### src/rtl/pipe_hazard_sched_if.sv
// Decode/E-stage hazard inputs and pipeline-control outputs shared between
// the decode-stage control unit (master) and the interlock scheduler (slave).
interface pipe_hazard_sched_if #(
  parameter int CNT_W = 16
) ();
  logic             d_valid;
  logic [4:0]       d_rs;
  logic [4:0]       d_rt;
  logic             d_use_rs;
  logic             d_use_rt;
  logic             d_is_md;
  logic             d_md_div;
  logic             d_rd_hilo;
  logic [4:0]       ern;
  logic             ewreg;
  logic             em2reg;
  logic             branch_taken;
  logic             wpcir;
  logic             bubble;
  logic             flush_d;
  logic             md_start;
  logic             md_div;
  logic             md_busy;
  logic             md_done;
  logic [CNT_W-1:0] stall_cnt;

  modport master (
    output d_valid, d_rs, d_rt, d_use_rs, d_use_rt, d_is_md, d_md_div,
           d_rd_hilo, ern, ewreg, em2reg, branch_taken,
    input  wpcir, bubble, flush_d, md_start, md_div, md_busy, md_done,
           stall_cnt
  );

  modport slave (
    input  d_valid, d_rs, d_rt, d_use_rs, d_use_rt, d_is_md, d_md_div,
           d_rd_hilo, ern, ewreg, em2reg, branch_taken,
    output wpcir, bubble, flush_d, md_start, md_div, md_busy, md_done,
           stall_cnt
  );
endinterface

### src/rtl/pipe_hazard_sched.sv
// Interlock scheduler for the 5-stage pipeline: load-use stalls, sequencing of
// the shared multi-cycle MDU, and optional squash of the fetch slot on taken branches.
module pipe_hazard_sched #(
  parameter int MULT_CYCLES   = 4,
  parameter int DIV_CYCLES    = 32,
  parameter int BR_DELAY_SLOT = 1,
  parameter int CNT_W         = 16
) (
  input logic               clock,
  input logic               resetn,
  pipe_hazard_sched_if.slave hz
);

  typedef enum logic {
    IDLE = 1'b0,
    BUSY = 1'b1
  } state_t;

  localparam logic [5:0] MULT_LOAD = 6'(MULT_CYCLES - 1);
  localparam logic [5:0] DIV_LOAD  = 6'(DIV_CYCLES - 1);
  localparam logic       SQUASH_EN = (BR_DELAY_SLOT == 0);

  state_t           state_q, state_d;
  logic [5:0]       md_cnt_q, md_cnt_d;
  logic             md_div_q, md_div_d;
  logic [CNT_W-1:0] stall_cnt_q;

  logic rs_hit, rt_hit, lu_haz, md_haz, stall, issue;
  logic wpcir, bubble, flush_d, md_start, md_div, md_busy, md_done;

  always_comb begin
    rs_hit = hz.d_use_rs && (hz.ern == hz.d_rs);
    rt_hit = hz.d_use_rt && (hz.ern == hz.d_rt);
    lu_haz = hz.d_valid && hz.ewreg && hz.em2reg && (hz.ern != 5'd0)
             && (rs_hit || rt_hit);
    md_haz = hz.d_valid && (state_q == BUSY) && (hz.d_is_md || hz.d_rd_hilo);
    stall  = lu_haz || md_haz;
    // Load-use wins over issue: the md instruction launches once the load clears.
    issue  = hz.d_valid && hz.d_is_md && (state_q == IDLE) && !lu_haz;
  end

  always_comb begin
    wpcir    = 1'b1;
    bubble   = 1'b0;
    flush_d  = 1'b0;
    md_start = 1'b0;
    md_busy  = 1'b0;
    md_done  = 1'b0;
    md_div   = hz.d_md_div;
    if (resetn) begin
      wpcir    = !stall;
      bubble   = stall;
      flush_d  = SQUASH_EN && hz.d_valid && hz.branch_taken && !stall;
      md_start = issue;
      md_busy  = (state_q == BUSY);
      md_done  = (state_q == BUSY) && (md_cnt_q == 6'd0);
      md_div   = (state_q == BUSY) ? md_div_q : hz.d_md_div;
    end
  end

  always_comb begin
    state_d  = state_q;
    md_cnt_d = md_cnt_q;
    md_div_d = md_div_q;
    case (state_q)
      IDLE: begin
        if (issue) begin
          state_d  = BUSY;
          md_cnt_d = hz.d_md_div ? DIV_LOAD : MULT_LOAD;
          md_div_d = hz.d_md_div;
        end
      end
      BUSY: begin
        if (md_cnt_q == 6'd0) begin
          state_d = IDLE;
        end else begin
          md_cnt_d = md_cnt_q - 6'd1;
        end
      end
      default: state_d = IDLE;
    endcase
  end

  always_ff @(posedge clock) begin
    if (!resetn) begin
      state_q  <= IDLE;
      md_cnt_q <= 6'd0;
      md_div_q <= 1'b0;
    end else begin
      state_q  <= state_d;
      md_cnt_q <= md_cnt_d;
      md_div_q <= md_div_d;
    end
  end

  always_ff @(posedge clock) begin
    if (!resetn) begin
      stall_cnt_q <= '0;
    end else if (!wpcir && (stall_cnt_q != {CNT_W{1'b1}})) begin
      stall_cnt_q <= stall_cnt_q + CNT_W'(1);
    end
  end

  assign hz.wpcir     = wpcir;
  assign hz.bubble    = bubble;
  assign hz.flush_d   = flush_d;
  assign hz.md_start  = md_start;
  assign hz.md_div    = md_div;
  assign hz.md_busy   = md_busy;
  assign hz.md_done   = md_done;
  assign hz.stall_cnt = stall_cnt_q;

endmodule
### src/flat_wrapper.sv
// flat-port wrapper written by rule: the top's interface ports become plain ports
module pipe_hazard_sched_flat 
#(
  parameter int MULT_CYCLES   = 4,
  parameter int DIV_CYCLES    = 32,
  parameter int BR_DELAY_SLOT = 1,
  parameter int CNT_W         = 16
)
  (clock, resetn, hz_d_valid, hz_d_rs, hz_d_rt, hz_d_use_rs, hz_d_use_rt, hz_d_is_md, hz_d_md_div, hz_d_rd_hilo, hz_ern, hz_ewreg, hz_em2reg, hz_branch_taken, hz_wpcir, hz_bubble, hz_flush_d, hz_md_start, hz_md_div, hz_md_busy, hz_md_done, hz_stall_cnt);
  pipe_hazard_sched_if #(.CNT_W(CNT_W)) hz_i ();
  input logic clock;
  input logic resetn;
  input wire logic [$bits(hz_i.d_valid)-1:0] hz_d_valid;
  input wire logic [$bits(hz_i.d_rs)-1:0] hz_d_rs;
  input wire logic [$bits(hz_i.d_rt)-1:0] hz_d_rt;
  input wire logic [$bits(hz_i.d_use_rs)-1:0] hz_d_use_rs;
  input wire logic [$bits(hz_i.d_use_rt)-1:0] hz_d_use_rt;
  input wire logic [$bits(hz_i.d_is_md)-1:0] hz_d_is_md;
  input wire logic [$bits(hz_i.d_md_div)-1:0] hz_d_md_div;
  input wire logic [$bits(hz_i.d_rd_hilo)-1:0] hz_d_rd_hilo;
  input wire logic [$bits(hz_i.ern)-1:0] hz_ern;
  input wire logic [$bits(hz_i.ewreg)-1:0] hz_ewreg;
  input wire logic [$bits(hz_i.em2reg)-1:0] hz_em2reg;
  input wire logic [$bits(hz_i.branch_taken)-1:0] hz_branch_taken;
  output wire logic [$bits(hz_i.wpcir)-1:0] hz_wpcir;
  output wire logic [$bits(hz_i.bubble)-1:0] hz_bubble;
  output wire logic [$bits(hz_i.flush_d)-1:0] hz_flush_d;
  output wire logic [$bits(hz_i.md_start)-1:0] hz_md_start;
  output wire logic [$bits(hz_i.md_div)-1:0] hz_md_div;
  output wire logic [$bits(hz_i.md_busy)-1:0] hz_md_busy;
  output wire logic [$bits(hz_i.md_done)-1:0] hz_md_done;
  output wire logic [$bits(hz_i.stall_cnt)-1:0] hz_stall_cnt;
  assign hz_i.d_valid = hz_d_valid;
  assign hz_i.d_rs = hz_d_rs;
  assign hz_i.d_rt = hz_d_rt;
  assign hz_i.d_use_rs = hz_d_use_rs;
  assign hz_i.d_use_rt = hz_d_use_rt;
  assign hz_i.d_is_md = hz_d_is_md;
  assign hz_i.d_md_div = hz_d_md_div;
  assign hz_i.d_rd_hilo = hz_d_rd_hilo;
  assign hz_i.ern = hz_ern;
  assign hz_i.ewreg = hz_ewreg;
  assign hz_i.em2reg = hz_em2reg;
  assign hz_i.branch_taken = hz_branch_taken;
  assign hz_wpcir = hz_i.wpcir;
  assign hz_bubble = hz_i.bubble;
  assign hz_flush_d = hz_i.flush_d;
  assign hz_md_start = hz_i.md_start;
  assign hz_md_div = hz_i.md_div;
  assign hz_md_busy = hz_i.md_busy;
  assign hz_md_done = hz_i.md_done;
  assign hz_stall_cnt = hz_i.stall_cnt;
  pipe_hazard_sched #(.MULT_CYCLES(MULT_CYCLES), .DIV_CYCLES(DIV_CYCLES), .BR_DELAY_SLOT(BR_DELAY_SLOT), .CNT_W(CNT_W)) u_core (.clock(clock), .resetn(resetn), .hz(hz_i));
endmodule
### config.mk
export PLATFORM = sky130hd
export DESIGN_NAME = pipe_hazard_sched_flat
export DESIGN_NICKNAME = d
export VERILOG_FILES = /design/src/rtl/pipe_hazard_sched_if.sv /design/src/rtl/pipe_hazard_sched.sv /design/src/flat_wrapper.sv
export SDC_FILE = /design/constraint.sdc
export NUM_CORES = 1
export LEC_CHECK = 0
export BUFFER_PORTS_ARGS = -buffer_cell sky130_fd_sc_hd__buf_2
export CORE_MARGIN = 2
export CORE_UTILIZATION = 29
export CTS_CLUSTER_DIAMETER = 100
export CTS_CLUSTER_SIZE = 28
export DETAILED_ROUTE_END_ITERATION = 10
export GPL_ROUTABILITY_DRIVEN = 0
export RECOVER_POWER = 50
export SYNTH_ARGS = -nofsm -noshare
export SYNTH_HDL_FRONTEND = slang
export SYNTH_SLANG_ARGS = --single-unit
### constraint.sdc
create_clock -name clock -period 1.71 [get_ports clock]
set_input_delay 0 -clock clock [delete_from_list [all_inputs] [get_ports clock]]
set_output_delay 0 -clock clock [all_outputs]
set_load 0.01 [all_outputs]
[Yosys cells after proc, flatten, opt, wreduce, memory -nomap -nowiden]
Index checks and enable logic that the tools add are counted.
W data, S select, Z words.
Operators by class
  add/subtract/negate cells: 2
  $mul: 0
  div/mod/pow operators: 0
  $lt $le $gt $ge: 0
  equal/unequal tests: 5
  shift operators: 0
  mux-type cells: 14
  bitwise gates (word level): 1
  reduce and logical (&&, ||, !) cells: 23
Operators with widths (number)
  $add A16 B1 Y16 const B: 1
  $ne A16 B16 Y1 const B: 1
  $logic_and A1 B1 Y1: 13
  $mux W6: 2
  $pmux W6 S2: 1
  $eq A5 B5 Y1: 2
  $mux W1: 9
  $logic_not A6 Y1: 1
  $sub A6 B1 Y6 const B: 1
  $mux W5: 1
  $reduce_bool A5 Y1: 1
  $reduce_and A2 Y1: 2
  $logic_not A1 Y1: 3
  $logic_or A1 B1 Y1: 3
  $ne A2 B1 Y1 const B: 1
  $ne A2 B2 Y1 const B: 1
  $pmux W1 S2: 1
  $not A1 Y1: 1
Storage, ports and cells
  register bits after elaboration: 24
  bits in latches: 0
  bits in writable memories: 0
  memory bits (read-only): 0
  input bits: 26
  word-level logic and storage cells: 49
  memories: 0

[Logic depth before layout (Yosys ltp)]
Gate-level depths: netlist of run 1.
  word-level depth: 9
  depth in mapped cells: 9
  mapped depth without buffers: 7

[Least setup slack after synthesis of run 1]
OpenSTA, ideal clock, no wires.
  path kind: register to register
  start: register u_core.stall_cnt_q[0], in the netlist u_core.hz.stall_cnt[0]
  end: register u_core.stall_cnt_q[13], in the netlist u_core.hz.stall_cnt[13]
  data arrival time: 1.860 ns
  required time: 1.643 ns
  path slack: -0.217 ns
  stages on the path, launching flop included: 9
  clock period less this slack: 1.927 ns
  cell sequence: dfxtp_1 > ha_1 > nand2_1 > nor4_2 > a32oi_2 > nand2_2 > buf_6 > or4_4 > a21oi_2
Between the ends
  longest elaborated chain between the ends: 2
Ends and longest elaborated chain
  start, declared: RTL line pipe_hazard_sched.sv:26  | logic [CNT_W-1:0] stall_cnt_q;
  start signal, assigned: RTL line pipe_hazard_sched.sv:100  | stall_cnt_q <= stall_cnt_q + CNT_W'(1);
  branches (longest 2 deep; another with $add A16 B1 Y16)
Parallel ways; which one is timed is not known.
A chain may end at the register's enable or synchronous reset.

[Final worst setup path of run 1]
  start: register u_core.stall_cnt_q[1], in the netlist u_core.hz.stall_cnt[1]
  end: register u_core.stall_cnt_q[9], in the netlist u_core.hz.stall_cnt[9]
Same word-level chain as after synthesis.

==> results of run 1 <==
## registers in the layout (all words and copies together), names as in the netlist
register / count
u_core.hz.stall_cnt: 16
u_core.md_cnt_q: 6
u_core.md_div_q: 1
u_core.state_q: 1
## cell type report
cell class,instances,area (µm²)
multi-input cells,138,965
flip-flops and latches,24,488
well taps,67,83.8
inverters,10,37.5
fillers,506,2650
clock buffers,4,55.1
repair buffers,83,507
## power groups by stage
stage	Sequential (mW)	Combinational, mW	Clock (mW)
floorplan	0.595	0.136	0
global placement	0.596	0.233	0
detailed placement	0.596	0.235	0
CTS	0.583	0.240	0.409
global route	0.586	0.268	0.426
finish	0.584	0.242	0.399
## synth_stat cells, types with 2 or more instances
cell type / instances / area share
o21ai_1: 4 / 0.014
and3_1: 3 / 0.013
or3_1: 5 / 0.022
nand4_1: 4 / 0.017
nor2b_1: 2 / 0.0086
and2_1: 3 / 0.013
nor2_1: 16 / 0.041
a21oi_1: 11 / 0.038
nand3_1: 8 / 0.028
dfxtp_1: 24 / 0.33
mux2i_1: 2 / 0.014
o21ai_0: 5 / 0.017
nor4_1: 2 / 0.0086
xnor2_1: 10 / 0.060
clkbuf_1: 5 / 0.013
o32ai_1: 2 / 0.012
or4_1: 4 / 0.021
o31ai_1: 6 / 0.031
xor2_1: 4 / 0.024
nand2_1: 17 / 0.044
inv_1: 10 / 0.026
nor3_1: 2 / 0.0069
ha_1: 2 / 0.017
## repair_timing
item,4_1_cts,5_1_grt
hold buffers,1,0
hold endpoints to repair,1,0
cloned,2,0
pin swaps,2,8
buffers inserted,2,0
setup endpoints to repair,10,15
resized for setup,1,13
## cells by family (layout without fill, tap and decap cells)
kind of cell,count (synthesis),count (layout),synth area share
compound gates,43,43,0.211
xor+xnor,14,14,0.0844
fa+ha+maj,2,2,0.0172
buf+inv,18,97,0.0620
flops,24,24,0.331
mux,3,3,0.0215
other cells,1,1,0.00258
simple gates,74,75,0.270
## how the worst min path moves through the flow
stage                startpoint                               to  slack [ns]
finish                   resetn  u_core.md_cnt_q[5]$_SDFFE_PN0P_        0.06
global route             resetn  u_core.md_cnt_q[5]$_SDFFE_PN0P_        0.07
CTS                      resetn  u_core.md_cnt_q[5]$_SDFFE_PN0P_        0.05
detailed placement  hz_d_md_div     u_core.md_div_q$_SDFFE_PN0P_        0.28
global placement    hz_d_md_div     u_core.md_div_q$_SDFFE_PN0P_        0.26
floorplan           hz_d_md_div     u_core.md_div_q$_SDFFE_PN0P_        0.15
## per-stage QoR
stage | worst slack, ns | instances | total power [mW] | hold slack (ns) | util
5_1_grt | -0.183 | 326 | 1.28 | 0.0723 | 0.446
3_3_place_gp | -0.0698 | 317 | 0.829 | 0.263 | 0.418
4_1_cts | -0.0751 | 326 | 1.23 | 0.0536 | 0.438
2_1_floorplan | -0.0795 | 179 | 0.731 | 0.147 | -
3_5_place_dp | -0.108 | 317 | 0.831 | 0.278 | 0.418
6_report | -0.102 | 326 | 1.23 | 0.0603 | 0.446
## per-layer routing
layer	vias up	routed length, µm
met1	723	1910
met4	0	35
met5	-	0
met3	4	189
met2	37	1760
li1	804	-
==> flow_summary.yaml, run 1 <==
power_and_ir_drop:
  p_int_uw: 895
  seqPwrFrac: 0.476
  pwr-share-clk: 0.326
  p_comb_frac: 0.198
  powerDensity_nw_per_um2: 574
  switching_share: 0.270
  vdd_drop_max_mv: 0.374
  p_leak_nw: 0.875
  p_sw_uw: 331
routing:
  drtIter0Drc: 40
  via_count: 1568
  drc: 0
  drtAntennaViolNets: 0
  wl_mm: 3.90
  via_per_inst: 4.81
  routedWlPerCell_um: 12.0
  drt-pass1-iter-count: 4
setup_path:
  end_kind: "register"
  crit_family: "simple AND/OR/NAND/NOR gates"
  critPathBufInv: 0
  critPathMaxFanout: 5
  slowest_stage: "or4_1"
  critPathArrivalTime_ns: 2.02
  reg2reg_depth: 7
  crit_path_end: "u_core.hz.stall_cnt[9]$_SDFFE_PN0P_"
  cpPeakStageDelay_ns: 0.50
  start_kind: "register"
  rrSetupSlack_ns: -0.10
  regToRegEndpoint: "u_core.hz.stall_cnt[9]$_SDFFE_PN0P_"
  reg2reg_from: "u_core.hz.stall_cnt[1]$_SDFFE_PN0P_"
  path_cells: "ha_4 -> nand2_4 -> nor4_4 -> a32oi_2 -> nand2_1 -> or4_1 -> a21oi_1"
  cp-startpoint: "u_core.hz.stall_cnt[1]$_SDFFE_PN0P_"
  cp.depth: 7
  critPathKind: "reg2reg"
  worst_ep_required_time_ns: 1.92
cts:
  htree_levels: 1
  clock_path_buffers: 2
  cts_tree: "yes"
  cts_sinks: 24
  cts_made_buffers: 3
  clk_pin_slew_ns: 0.09
  clockRootBuffer: "clkbuf_8"
  insertion_delay_ns: 0.27
status:
  failed_checks: "negative setup slack"
  status: "finished, violations left"
timing:
  hold_violations: 0
  fin_crit_ns: 1.81
  maxSlewViolCount: 0
  clock_skew_ns: 0.00679
  setup_violations: 8
  tns_ns: -0.544
  rsz0062_at_grt: "yes"
  max_freq_ghz: 0.552
  fin_ws_ns: -0.102
  post-route-period-util: 1.06
synth:
  yosysUniqueCellTypes: 51
  synth.avg_cell_area_um2: 8.12
  synth_edf_count: 0
  netlist_area_um2: 1450
  async_flop_share: 0
  ys_seq_elements: 24
  syn-instance-count: 179
  synth_nets: 207
  yosysSeqAreaShare: 0.331
  ys.flop_type: "dfxtp_1"
  yosys_warnings: 0
placed_design:
  port_buffers: 46
  post_dp_cell_area_um2: 2000
  dp_hpwl_mm: 2.90
floorplanning:
  dieArea_um2: 5590
  chipWidth_um: 74.8
  num_io_pins: 49
  die_y_um: 74.8
  rows: 25
  initial_core_util: 0.304
  fp.coreArea_um2: 4790
global_routing:
  gr-usage-met2: 0.216
  grt_use_total: 0.140
  antenna_found_initial: 0
  grt_first_pass_wirelength_mm: 6.14
  top_usage_layer: "met2"
  grt_pass1_vias: 1386
  use_met1: 0.201
  grt-ovfl-total: 0
  grt_max_degree: 14
  grtUsageMet3: 0.0281
cells_and_area:
  antenna_cells: 0
  fin_area_um2: 2140
  syn_to_final_growth_pct: 47.0
  layout_commonest_cell: "buf_2"
  final_cell_mix: "buf_2 (37), buf_4 (34), dfxtp_1 (22), nand2_1 (17), nor2_1 (16)"
  num-nets-final: 288
  drive_above_1_share: 0.394
flow_run:
  cap_violations: 0
hold_path:
  min_path_cells: 2
  hp-class: "in2reg"
Power figures use the tool's default switching activity.
==> run 2: changes to the inputs <==
Settings changed: ABC_AREA set to 1, SKIP_CTS_REPAIR_TIMING set to 1.
==> run 2 against run 1 <==
The run now ends clean; sequential power increased by 3.4%; core utilization down 7.7 points; global-route usage down 0.81 points; routed wire length grew 5.0%; first-iteration DRC count rose by 55%; highest routed layer unchanged; maximum frequency increased by 15%; area after synthesis rose by 20%.
==> flow_summary.yaml, run 2 <==
synth:
  yosysTopAreaCell: "dfxtp_1"
  synth.avg_cell_area_um2: 5.94
  synth_nets: 321
  synth_edf_count: 0
  netlist_area_um2: 1740
  ys.flop_type: "dfxtp_1"
  ys_seq_elements: 24
  synth_common_cells: "nand2_1 (81), nor2_1 (53), inv_1 (40)"
  yosys_warnings: 0
  synth.most_common_cell: "nand2_1"
  yosysSeqAreaShare: 0.276
  synth_top_area_frac: 0.276
  async_flop_share: 0
  yosysUniqueCellTypes: 32
  syn-instance-count: 293
  netlist_top_cells_area: "dfxtp_1 (28%), nand2_1 (17%), nor2_1 (11%)"
setup_path:
  cp-startpoint: "u_core.hz.stall_cnt[3]$_SDFFE_PN0P_"
  critPathMaxFanout: 6
  worst_ep_required_time_ns: 1.89
  start_kind: "register"
  critPathArrivalTime_ns: 1.75
  end_kind: "register"
  reg2reg_from: "u_core.hz.stall_cnt[3]$_SDFFE_PN0P_"
  critPathKind: "reg2reg"
timing:
  fin_crit_ns: 1.57
  post-route-period-util: 0.921
  max_freq_ghz: 0.635
  hold_violations: 0
  maxSlewViolCount: 0
  clock_skew_ns: 0.00387
  setup_violations: 0
cts:
  clock_path_buffers: 2
  insertion_delay_ns: 0.27
  cts_sinks: 24
  htree_levels: 1
  clk_pin_slew_ns: 0.09
  clockRootBuffer: "clkbuf_8"
  cts_tree: "yes"
  cts_made_buffers: 3
cells_and_area:
  fin_area_um2: 2160
  largest_register_ffs: 16
  layout_commonest_cell: "nand2_1"
  fill_cells: 656
  final_cell_mix: "nand2_1 (82), nor2_1 (53), inv_1 (40), buf_2 (30), dfxtp_1 (23)"
  drive_above_1_share: 0.217
  antenna_cells: 0
  num-nets-final: 380
  syn_to_final_growth_pct: 24.2
  final_cells: 426
flow_run:
  cap_violations: 0
global_routing:
  grt_max_degree: 21
  grt_first_pass_wirelength_mm: 7.01
  grt_pass1_vias: 1706
  grt-ovfl-total: 0
  antenna_found_initial: 0
  grt_use_total: 0.132
floorplanning:
  die_y_um: 81.5
  initial_core_util: 0.298
  dieArea_um2: 6640
  chipWidth_um: 81.5
  rows: 28
  fp.coreArea_um2: 5850
  num_io_pins: 49
placed_design:
  post_dp_cell_area_um2: 2130
  dp_hpwl_mm: 3.22
  port_buffers: 46
  dp.cells: 422
routing:
  via_per_inst: 4.35
  via_count: 1853
  drt-pass1-iter-count: 4
  routedWlPerCell_um: 9.60
  drtIter0Drc: 62
  wl_mm: 4.09
  drtAntennaViolNets: 0
  drc: 0
hold_path:
  hp-class: "in2reg"
  min_from: "hz_d_md_div"
power_and_ir_drop:
  powerDensity_nw_per_um2: 591
  p_leak_nw: 1.12
  vdd_drop_max_mv: 0.256
status:
  status: "completed"
==> run 2: changes by cell type after synthesis, sizes merged, moves of 8 or more <==
cell,before,now
nand3,9,20
nand2,18,87
nor2,16,58
xnor2,10,1
inv,10,49
nand4,4,12
==> run 2: where the power goes <==
group / switching (mW) / internal, mW
registers: 0.0185 / 0.585
clock network: 0.197 / 0.206
logic: 0.167 / 0.104
total: 0.383 / 0.896
==> run 2: cell type report <==
class                   count  area, µm²  share of cell area
clock buffers               4       55.1              0.0254
inverters                  52        196              0.0908
multi-input cells         209       1010               0.468
flip-flops and latches     24        482               0.223
well taps                  75       93.8              0.0434
repair buffers             62        323               0.149
==> run 2: worst paths after layout <==
path / cells past startpoint / to / slack, ns
max: 9 / u_core.hz.stall_cnt[10]$_SDFFE_PN0P_ / 0.14
min: 3 / u_core.md_div_q$_SDFFE_PN0P_ / 0.04
min reg2reg: 2 / u_core.md_div_q$_SDFFE_PN0P_ / 0.45
max reg2reg: 9 / u_core.hz.stall_cnt[10]$_SDFFE_PN0P_ / 0.14
==> run 2: per-stage QoR <==
stage / hold slack [ns] / total power [mW] / setup slack, ns / util / setup TNS [ns]
6_report: 0.0436 / 1.28 / 0.136 / 0.370 / 0
4_1_cts: 0.0446 / 1.30 / 0.0285 / 0.373 / 0
2_1_floorplan: 0.158 / 0.810 / 0.150 / - / 0
3_5_place_dp: 0.330 / 0.893 / 0.0471 / 0.364 / 0
3_3_place_gp: 0.325 / 0.887 / 0.101 / 0.364 / 0
5_1_grt: 0.0793 / 1.36 / -0.00244 / 0.370 / -0.00244
==> run 2: cells by family after synthesis <==
family                     after synthesis  synth area share
and+or+nand+nor                        181             0.476
buffers and inverters                   60             0.146
DFF                                     24             0.276
AOI/OAI and AO/OA                       20            0.0611
xor gates and xnor gates                 5            0.0251
adders and majority gates                2            0.0144
other                                    1           0.00215
==> run 2: routing by layer <==
| layer | track usage | wire, µm | vias up |
|---|---|---|---|
| met5 | 0 | 0 | - |
| met4 | 0.0542 | 59 | 0 |
| met3 | 0.0209 | 128 | 4 |
| met2 | 0.222 | 1950 | 28 |
| met1 | 0.168 | 1950 | 812 |
| li1 | - | - | 1009 |
==> run 2: critical path: stages, from the launching register on <==
cell and delay, ns:
dfxtp_1 0.45, nand3_2 0.16, nor2_4 0.21, nand2_4 0.09, nor2_4 0.11, nand3_2 0.10
nand3_2 0.16, nand2_1 0.08, nand2_1 0.08, nor2_1 0.04
==> run 3: changes to the inputs <==
Settings changed: CTS_CLUSTER_SIZE 28 to unset.
Clock period 1.71 ns to 1.75 ns, I/O delays scaled along.
==> run 3 against run 2 <==
Combinational power down 5%; worst hold slack improved by 0.0060 ns; first-iteration DRC count fell by 1.6%; cell count is 1.6% lower; sequential cell count did not move; global-route usage fell by 0.43 points; register-to-register slack improved by 0.05 ns; total power down 6.6%; non-clock buffer count down 6; setup slack improved by 0.049 ns.
==> flow_summary.yaml, run 3 (synthesized netlist as in run 2, its figures left out) <==
routing:
  routedWlPerCell_um: 9.66
  drt-pass1-iter-count: 4
  drtIter0Drc: 61
  wl_mm: 4.05
  via_per_inst: 4.41
  via_count: 1848
  drtAntennaViolNets: 0
  drc: 0
flow_run:
  cap_violations: 0
floorplanning:
  rows: 28
  initial_core_util: 0.298
  dieArea_um2: 6640
  fp.coreArea_um2: 5850
  die_y_um: 81.5
  chipWidth_um: 81.5
  num_io_pins: 49
setup_path:
  rrSetupSlack_ns: 0.18
  reg2reg_depth: 10
  critPathArrivalTime_ns: 1.74
  worst_ep_required_time_ns: 1.93
  critPathKind: "reg2reg"
  end_kind: "register"
  regToRegEndpoint: "u_core.hz.stall_cnt[1]$_SDFFE_PN0P_"
  critPathMaxFanout: 6
  start_kind: "register"
  reg2reg_from: "u_core.hz.stall_cnt[0]$_SDFFE_PN0P_"
  cp-startpoint: "u_core.hz.stall_cnt[0]$_SDFFE_PN0P_"
  crit_path_end: "u_core.hz.stall_cnt[1]$_SDFFE_PN0P_"
cells_and_area:
  syn_to_final_growth_pct: 21.3
  num-nets-final: 374
  largest_register_ffs: 16
  fin_util: 0.361
  antenna_cells: 0
  multiInputGateArea_um2: 1020
  drive_above_1_share: 0.209
  layout_commonest_cell: "nand2_1"
  fill_cells: 669
  regArea_um2: 484
  final_cell_mix: "nand2_1 (82), nor2_1 (53), inv_1 (40), buf_2 (30), dfxtp_1 (21)"
cts:
  cts_sinks: 24
  cts_made_buffers: 3
  cts_tree: "yes"
  clockRootBuffer: "clkbuf_8"
  clock_path_buffers: 2
  insertion_delay_ns: 0.27
  clk_pin_slew_ns: 0.09
  htree_levels: 1
global_routing:
  grt_first_pass_wirelength_mm: 6.73
  grt_use_total: 0.128
  grt-ovfl-total: 0
  grt_pass1_vias: 1665
  grt_max_degree: 27
  antenna_found_initial: 0
timing:
  maxSlewViolCount: 0
  clock_skew_ns: 0.00353
  hold_violations: 0
  max_freq_ghz: 0.639
  post-route-period-util: 0.895
  fin_crit_ns: 1.57
  tns_ns: 0
  rsz0062_at_grt: "no"
  setup_violations: 0
hold_path:
  hp-class: "in2reg"
power_and_ir_drop:
  p_leak_nw: 1.08
  vdd_drop_max_mv: 0.236
  powerDensity_nw_per_um2: 565
placed_design:
  dp_hpwl_mm: 3.17
  port_buffers: 46
status:
  status: "completed"
## run 3: changes by cell type in the layout (fill, tap and decap cells not counted), sizes merged
| cell | before | now |
|---|---|---|
| buf | 44 | 38 |
| clkbuf | 22 | 21 |
## run 3: layout make-up
type	instances	share of cell area
flip-flops and latches	24	0.229
well taps	75	0.0444
multi-input cells	209	0.482
repair buffers	56	0.132
clock buffers	3	0.0195
inverters	52	0.0930
## run 3: worst min-delay path by stage
stage,from,to,slack [ns],cells after the start
6_report,hz_d_md_div,u_core.md_div_q$_SDFFE_PN0P_,0.05,3
5_1_grt,hz_d_md_div,u_core.md_div_q$_SDFFE_PN0P_,0.12,3
2_1_floorplan,hz_d_md_div,hz_md_div,0.16,2
3_3_place_gp,hz_d_md_div,hz_md_div,0.33,4
4_1_cts,hz_d_md_div,u_core.md_div_q$_SDFFE_PN0P_,0.06,3
3_5_place_dp,hz_d_md_div,hz_md_div,0.34,4
## run 3: per-layer routing
layer  track usage  vias up  share of wire
met5             0        -              0
met4        0.0576        0          0.018
met3        0.0198        5          0.037
met2         0.225       25           0.48
met1         0.153      813           0.47
li1              -     1005              -
## run 3: worst max-delay path: stages (launching register included)
cell	delay [ns]
dfxtp_2	0.37
ha_1	0.17
nand2_1	0.10
nor2_4	0.18
nand2_4	0.09
nor2_4	0.11
nand3_2	0.09
nand3_2	0.16
nand2_1	0.06
o21ai_1	0.09
inv_2	0.04
## run 3: through the flow
step | cells | instance area (µm²) | power [mW] | hold WS, ns | setup slack, ns
4_1_cts | 419 | 2120 | 1.21 | 0.0575 | 0.0421
3_3_place_gp | 416 | 2080 | 0.862 | 0.325 | 0.115
5_1_grt | 419 | 2110 | 1.27 | 0.118 | 0.0170
6_report | 419 | 2110 | 1.19 | 0.0496 | 0.185
3_5_place_dp | 416 | 2080 | 0.869 | 0.339 | 0.0546
2_1_floorplan | 293 | 1740 | 0.791 | 0.158 | 0.190
## run 3: where the power goes
part | total (mW) | switching (mW) | internal [mW] | leakage, nW
Clock | 0.344 | 0.189 | 0.155 | 0.0216
Combinational | 0.258 | 0.161 | 0.0977 | 0.861
Sequential | 0.591 | 0.0186 | 0.572 | 0.197
